<file path="src/rtl/macc_sequencer_pkg.sv">
// Shared definitions for the MACC sequencer: op codes, MACC latency, FSM states.
package macc_sequencer_pkg;

    // MACC op codes; bit0 selects the SQUARE variant of each op.
    localparam logic [2:0] OP_MULT = 3'b000;
    localparam logic [2:0] OP_MACC = 3'b010;
    localparam logic [2:0] OP_MADD = 3'b100;
    localparam logic [2:0] OP_SQ   = 3'b001;

    // Cycles from an issued op to the MACC output reflecting it.
    localparam int MACC_LATENCY = 3;

    typedef enum logic [1:0] {
        ST_IDLE  = 2'd0,
        ST_RUN   = 2'd1,
        ST_DRAIN = 2'd2
    } state_t;

endpackage

</file>
<file path="src/rtl/macc_sequencer_flag_delay.sv">
// Fixed-depth shift register carrying {window_end, last} alongside the MACC
// pipeline, so the flags emerge in the cycle the MACC output is valid.
module flag_delay
    import macc_sequencer_pkg::*;
#(
    parameter int DEPTH = MACC_LATENCY,
    parameter int WIDTH = 2
) (
    input  logic             clk,
    input  logic             reset,
    input  logic [WIDTH-1:0] flag_in,
    output logic [WIDTH-1:0] flag_out,
    output logic             nonempty
);

    logic [WIDTH-1:0] stage_q [DEPTH];
    logic [WIDTH-1:0] stage_d [DEPTH];

    // Shift one stage per cycle; new flags enter at stage 0.
    always_comb begin
        stage_d[0] = flag_in;
        for (int i = 1; i < DEPTH; i++) begin
            stage_d[i] = stage_q[i-1];
        end
    end

    // Any flag still in flight means the job has not fully drained.
    always_comb begin
        nonempty = 1'b0;
        for (int i = 0; i < DEPTH; i++) begin
            nonempty = nonempty | (|stage_q[i]);
        end
    end

    // Stage registers, cleared so an aborted job leaves no stale flags.
    always_ff @(posedge clk) begin
        if (reset) begin
            for (int i = 0; i < DEPTH; i++) begin
                stage_q[i] <= '0;
            end
        end else begin
            stage_q <= stage_d;
        end
    end

    assign flag_out = stage_q[DEPTH-1];

endmodule

</file>
<file path="src/rtl/macc_sequencer.sv">
// Control sequencer for the fixed-point MACC: accepts a job of num_out windows
// of kernel_len terms, gates the operand stream, and issues enable/op_code so
// each window starts a fresh sum. Window-end flags ride a delay line matched
// to the MACC latency to produce out_valid/out_last.
module macc_sequencer
    import macc_sequencer_pkg::*;
#(
    parameter int LEN_W    = 16,
    parameter int CNT_W    = 16,
    parameter bit USE_BIAS = 1'b0,
    parameter bit SQUARE   = 1'b0
) (
    input  logic             clk,
    input  logic             reset,
    input  logic             start,
    input  logic [LEN_W-1:0] kernel_len,
    input  logic [CNT_W-1:0] num_out,
    input  logic             in_valid,
    output logic             in_ready,
    output logic             macc_enable,
    output logic             macc_clear,
    output logic [2:0]       macc_op_code,
    output logic             out_valid,
    output logic             out_last,
    output logic             busy,
    output logic             done
);

    localparam logic [2:0] SQ_BITS  = SQUARE ? OP_SQ : 3'b000;
    localparam logic [2:0] FIRST_OP = (USE_BIAS ? OP_MADD : OP_MULT) | SQ_BITS;
    localparam logic [2:0] ACC_OP   = OP_MACC | SQ_BITS;

    state_t           state_q, state_d;
    logic [LEN_W-1:0] len_q, len_d;
    logic [CNT_W-1:0] num_q, num_d;
    logic [LEN_W-1:0] term_q, term_d;
    logic [CNT_W-1:0] win_q, win_d;
    logic             done_zero_q, done_zero_d;

    logic [1:0] flag_in;
    logic [1:0] flag_out;
    logic       pipe_busy;
    logic       lengths_ok;
    logic       window_end;
    logic       last_window;

    // Next-state, counter and output decode for the IDLE/RUN/DRAIN sequencer.
    always_comb begin
        state_d      = state_q;
        len_d        = len_q;
        num_d        = num_q;
        term_d       = term_q;
        win_d        = win_q;
        done_zero_d  = 1'b0;
        flag_in      = 2'b00;
        in_ready     = 1'b0;
        macc_enable  = 1'b0;
        macc_clear   = 1'b0;
        macc_op_code = OP_MULT;
        busy         = 1'b0;
        done         = done_zero_q;
        window_end   = 1'b0;
        last_window  = 1'b0;
        lengths_ok   = (kernel_len != '0) && (num_out != '0);

        case (state_q)
            ST_IDLE: begin
                if (start) begin
                    if (lengths_ok) begin
                        len_d      = kernel_len;
                        num_d      = num_out;
                        term_d     = '0;
                        win_d      = '0;
                        macc_clear = 1'b1;
                        state_d    = ST_RUN;
                    end else begin
                        done_zero_d = 1'b1;
                    end
                end
            end
            ST_RUN: begin
                in_ready = 1'b1;
                busy     = 1'b1;
                if (in_valid) begin
                    macc_enable  = 1'b1;
                    macc_op_code = (term_q == '0) ? FIRST_OP : ACC_OP;
                    window_end   = (term_q == len_q - LEN_W'(1));
                    if (window_end) begin
                        term_d      = '0;
                        win_d       = win_q + CNT_W'(1);
                        last_window = (win_q == num_q - CNT_W'(1));
                        flag_in     = {1'b1, last_window};
                        if (last_window) begin
                            state_d = ST_DRAIN;
                        end
                    end else begin
                        term_d = term_q + LEN_W'(1);
                    end
                end
            end
            ST_DRAIN: begin
                if (pipe_busy) begin
                    busy = 1'b1;
                end else begin
                    done    = 1'b1;
                    state_d = ST_IDLE;
                end
            end
            default: begin
                state_d = ST_IDLE;
            end
        endcase
    end

    // State and counter registers with synchronous clear.
    always_ff @(posedge clk) begin
        if (reset) begin
            state_q     <= ST_IDLE;
            len_q       <= '0;
            num_q       <= '0;
            term_q      <= '0;
            win_q       <= '0;
            done_zero_q <= 1'b0;
        end else begin
            state_q     <= state_d;
            len_q       <= len_d;
            num_q       <= num_d;
            term_q      <= term_d;
            win_q       <= win_d;
            done_zero_q <= done_zero_d;
        end
    end

    flag_delay #(
        .DEPTH (MACC_LATENCY),
        .WIDTH (2)
    ) u_flag_delay (
        .clk      (clk),
        .reset    (reset),
        .flag_in  (flag_in),
        .flag_out (flag_out),
        .nonempty (pipe_busy)
    );

    assign out_valid = flag_out[1];
    assign out_last  = flag_out[1] & flag_out[0];

endmodule
</file>
<file path="config.mk">
export PLATFORM = sky130hd
export DESIGN_NAME = macc_sequencer
export DESIGN_NICKNAME = d
export VERILOG_FILES = /design/src/rtl/macc_sequencer_pkg.sv /design/src/rtl/macc_sequencer_flag_delay.sv /design/src/rtl/macc_sequencer.sv
export SDC_FILE = /design/constraint.sdc
export NUM_CORES = 1
export LEC_CHECK = 0
export ABC_AREA = 0
export CELL_PAD_IN_SITES_DETAIL_PLACEMENT = 0
export CELL_PAD_IN_SITES_GLOBAL_PLACEMENT = 2
export CORE_MARGIN = 2
export CORE_UTILIZATION = 34
export DETAILED_ROUTE_END_ITERATION = 16
export GPL_TIMING_DRIVEN = 0
export PLACE_DENSITY_LB_ADDON = 0.05
export SLEW_MARGIN = 10
export SYNTH_ARGS = -nofsm -noshare
export SYNTH_HDL_FRONTEND = slang
export SYNTH_SLANG_ARGS = --single-unit
</file>
<file path="constraint.sdc">
create_clock -name clk -period 4.3 [get_ports clk]
set_clock_uncertainty 0.2 [all_clocks]
set_input_delay 0.86 -clock clk [delete_from_list [all_inputs] [get_ports clk]]
set_output_delay 0.86 -clock clk [all_outputs]
set_load 0.03 [all_outputs]
</file>
==> metrics.cfg <==
[outcome]
outcome = finished clean

[pwr]
cellPowerDensity_mw_per_mm2 = 443.6
p_leak_nw = 1.986
ir_drop_mv = 0.2286

[critical_path]
worstPathArrival_ps = 3030
start_kind = primary input
crit_required_ps = 3240
cpMaxStageDelayCell = clkdlybuf4s50_1
critical_path_buf_inv_count = 4
critical_path.top_delay_family = buffers and inverters
path_max_fanout = 10
criticalPathCategory = primary input to output pin
max_stage_delay_ps = 590
cp_cell_sequence = clkdlybuf4s50_1 -> nor4_4 -> and4_2 -> or3_4 -> clkbuf_4 -> inv_1 -> dlygate4sd2_1
endpoint_kind = output pin

[cells_and_area]
fillers = 1295
seq_area_mm2 = 0.001461
postLayoutCoreUtil = 0.4234
syn2layout_area_growth_pct = 22.32
multi_input_area_mm2 = 0.002721
layout.nets = 623
drive_above_1_share = 0.06003
antenna_cells = 0
finalNonFillerCells = 755

[sta]
fin_hold_ws_ps = 258.3
drv_slew = 0
final-hold-violation-count = 0
rsz0062_at_grt = false
finalSetupViolations = 0
period_needed_ps = 4086
slew_headroom = 0.3369
worst_slew_pin_slew_ps = 986.2
fin_crit_sh = 0.9502
fmax_mhz = 244.7

[synthesis]
ys_ff_latch = 73
synthAdderAreaFrac = 0.02588
syn_area_mm2 = 0.004350
synth_top_family_by_area = simple AND/OR/NAND/NOR gates
synth_edf_count = 0
async_reset_ff_frac = 0
syn_area_per_cell_um2 = 8.287
synth_compound_area_frac = 0.1196
ys_types = 60
synth-seq-area-share = 0.3359
synth_xor_area_frac = 0.1067
synthMuxAreaShare = 0.08341
ys.flop_type = dfxtp_1
netlist_instances = 525
yosys.area_share.simple = 0.2833
ys_warn_count = 0

[placement]
dp.cells = 740
dp_hpwl_mm = 9.686
place_congestion = 0.8212
port-buffer-count = 42

[clock_tree]
htreeDepth = 3
numCtsBuffers = 9
cts_tree = yes
post_cts_resized = 7
clockBufferDepth = 2
hold_buffers = 0
clkTransAtPathRegs_ps = 60
cts_sinks = 73
postCtsSetupRepairBufs = 0
root_buffer = clkbuf_16
clk-insertion-delay-late_ps = 340

[drt]
drt-vias-per-instance = 5.154
wl_per_cell_um = 16.42
drtIter0Drc = 178
dr.pass1.iters = 4
drc = 0
routed_wl_mm = 12.40
ant_nets = 0
vias = 3891

[flow_run]
drv_cap = 0

[global_route]
grt_pass1_vias = 3825
grt-ovfl-total = 0
grt_pass1_wl_mm = 20.22
grt_max_degree = 13
antenna_found_initial = 0
grt_use_total = 0.1946

[worst_hold_path]
hp-class = flop to flop

[die]
row_count = 41
start_util = 0.3461
io_pins = 46
dieArea_mm2 = 0.01372
die_height_um = 117.1
core_mm2 = 0.01257
dieWidth_um = 117.1

==> registers in the layout, summed over array words and instances (netlist names) <==
register	cells
len_q	16
num_q	16
term_q	16
win_q	16
u_flag_delay.stage_d	4
state_q	2
u_flag_delay.flag_out	2
done_zero_q	1
==> metal layers <==
metal / wire length (µm) / track usage / vias up / part of all wire
li1: - / - / 1995 / -
met5: 0 / 0 / - / 0
met2: 6196 / 0.3376 / 57 / 0.50
met1: 5716 / 0.2413 / 1826 / 0.46
met4: 181 / 0.05412 / 0 / 0.015
met3: 304 / 0.04686 / 13 / 0.025
==> cell type report <==
| cell class | count | share of cell area |
|---|---|---|
| repair buffers | 42 | 0.07877 |
| multi-input cells | 405 | 0.5114 |
| clock buffers | 10 | 0.04303 |
| inverters | 21 | 0.01481 |
| clock inverters | 6 | 0.01552 |
| flip-flops and latches | 73 | 0.2746 |
| well taps | 172 | 0.04044 |
| plain buffers | 26 | 0.02140 |
==> worst paths after layout <==
kind	endpoint	from	depth (start not counted)	slack, ps
worst min-delay path	u_flag_delay.flag_out[1]	u_flag_delay.stage_d[1]	1	260
worst max register to register	term_q[8]	len_q[0]	12	510
worst max-delay path	macc_clear	num_out[8]	7	210
worst min register to register	u_flag_delay.flag_out[1]	u_flag_delay.stage_d[1]	1	260
==> synth_stat cells, types with 2 or more instances <==
cell	count	area share
a211oi_1	3	0.0052
a21oi_1	19	0.022
a31oi_1	5	0.0072
a41oi_1	2	0.0040
and2_1	3	0.0043
and3_1	7	0.010
and4_1	4	0.0081
buf_2	3	0.0035
buf_4	2	0.0035
clkbuf_1	21	0.018
dfxtp_1	73	0.34
ha_1	9	0.026
inv_1	21	0.018
mux2_2	2	0.0052
mux2i_1	34	0.078
nand2_1	29	0.025
nand2b_1	4	0.0058
nand3_1	19	0.022
nand4_1	13	0.019
nor2_1	73	0.063
nor2b_1	5	0.0072
nor3_1	14	0.016
nor3b_2	2	0.0058
nor4_1	16	0.023
nor4b_1	5	0.010
o211ai_1	4	0.0069
o21a_1	3	0.0052
o21ai_0	10	0.012
o31a_1	2	0.0040
o31ai_1	14	0.024
o32ai_1	2	0.0040
or3_1	10	0.014
or4_1	14	0.024
xnor2_1	32	0.064
xor2_1	21	0.042
==> power by group <==
| group | total (mW) | switching [mW] | internal (mW) |
|---|---|---|---|
| sequential | 0.788 | 0.0654 | 0.722 |
| clock | 0.800 | 0.295 | 0.505 |
| combinational | 0.773 | 0.459 | 0.315 |
==> metrics by stage <==
stage               TNS, ps  worst slack, ps  instance area (µm²)  power [mW]
global placement      -2075            -1153                 4990       1.567
CTS                       0            155.7                 5321       2.383
floorplan                 0            784.1                 4354       1.345
global route              0            96.46                 5321       2.500
finish                    0            214.1                 5321       2.360
detailed placement    -2796            -1178                 4990       1.575
==> cells by family (layout without fill, tap and decap cells) <==
logic type	after synthesis	count (layout)
and+or+nand+nor	228	228
AOI/OAI and AO/OA	77	77
adders and majority gates	9	9
buffers and inverters	48	105
muxes	36	36
other	1	2
DFF	73	73
xor gates and xnor gates	53	53
==> cell usage in the layout, fill, tap and decap left out, drive strengths merged, types with 10 or more instances in the layout <==
cell	instances
nor2	73
dfxtp	73
clkdlybuf4s50	41
mux2i	34
xnor2	32
clkbuf	31
nand2	29
inv	21
xor2	21
nand3	19
a21oi	19
nor4	17
nor3	14
or4	14
o31ai	14
nand4	13
o21ai	11
or3	10
Note: power is estimated with default switching activity, not from simulation.
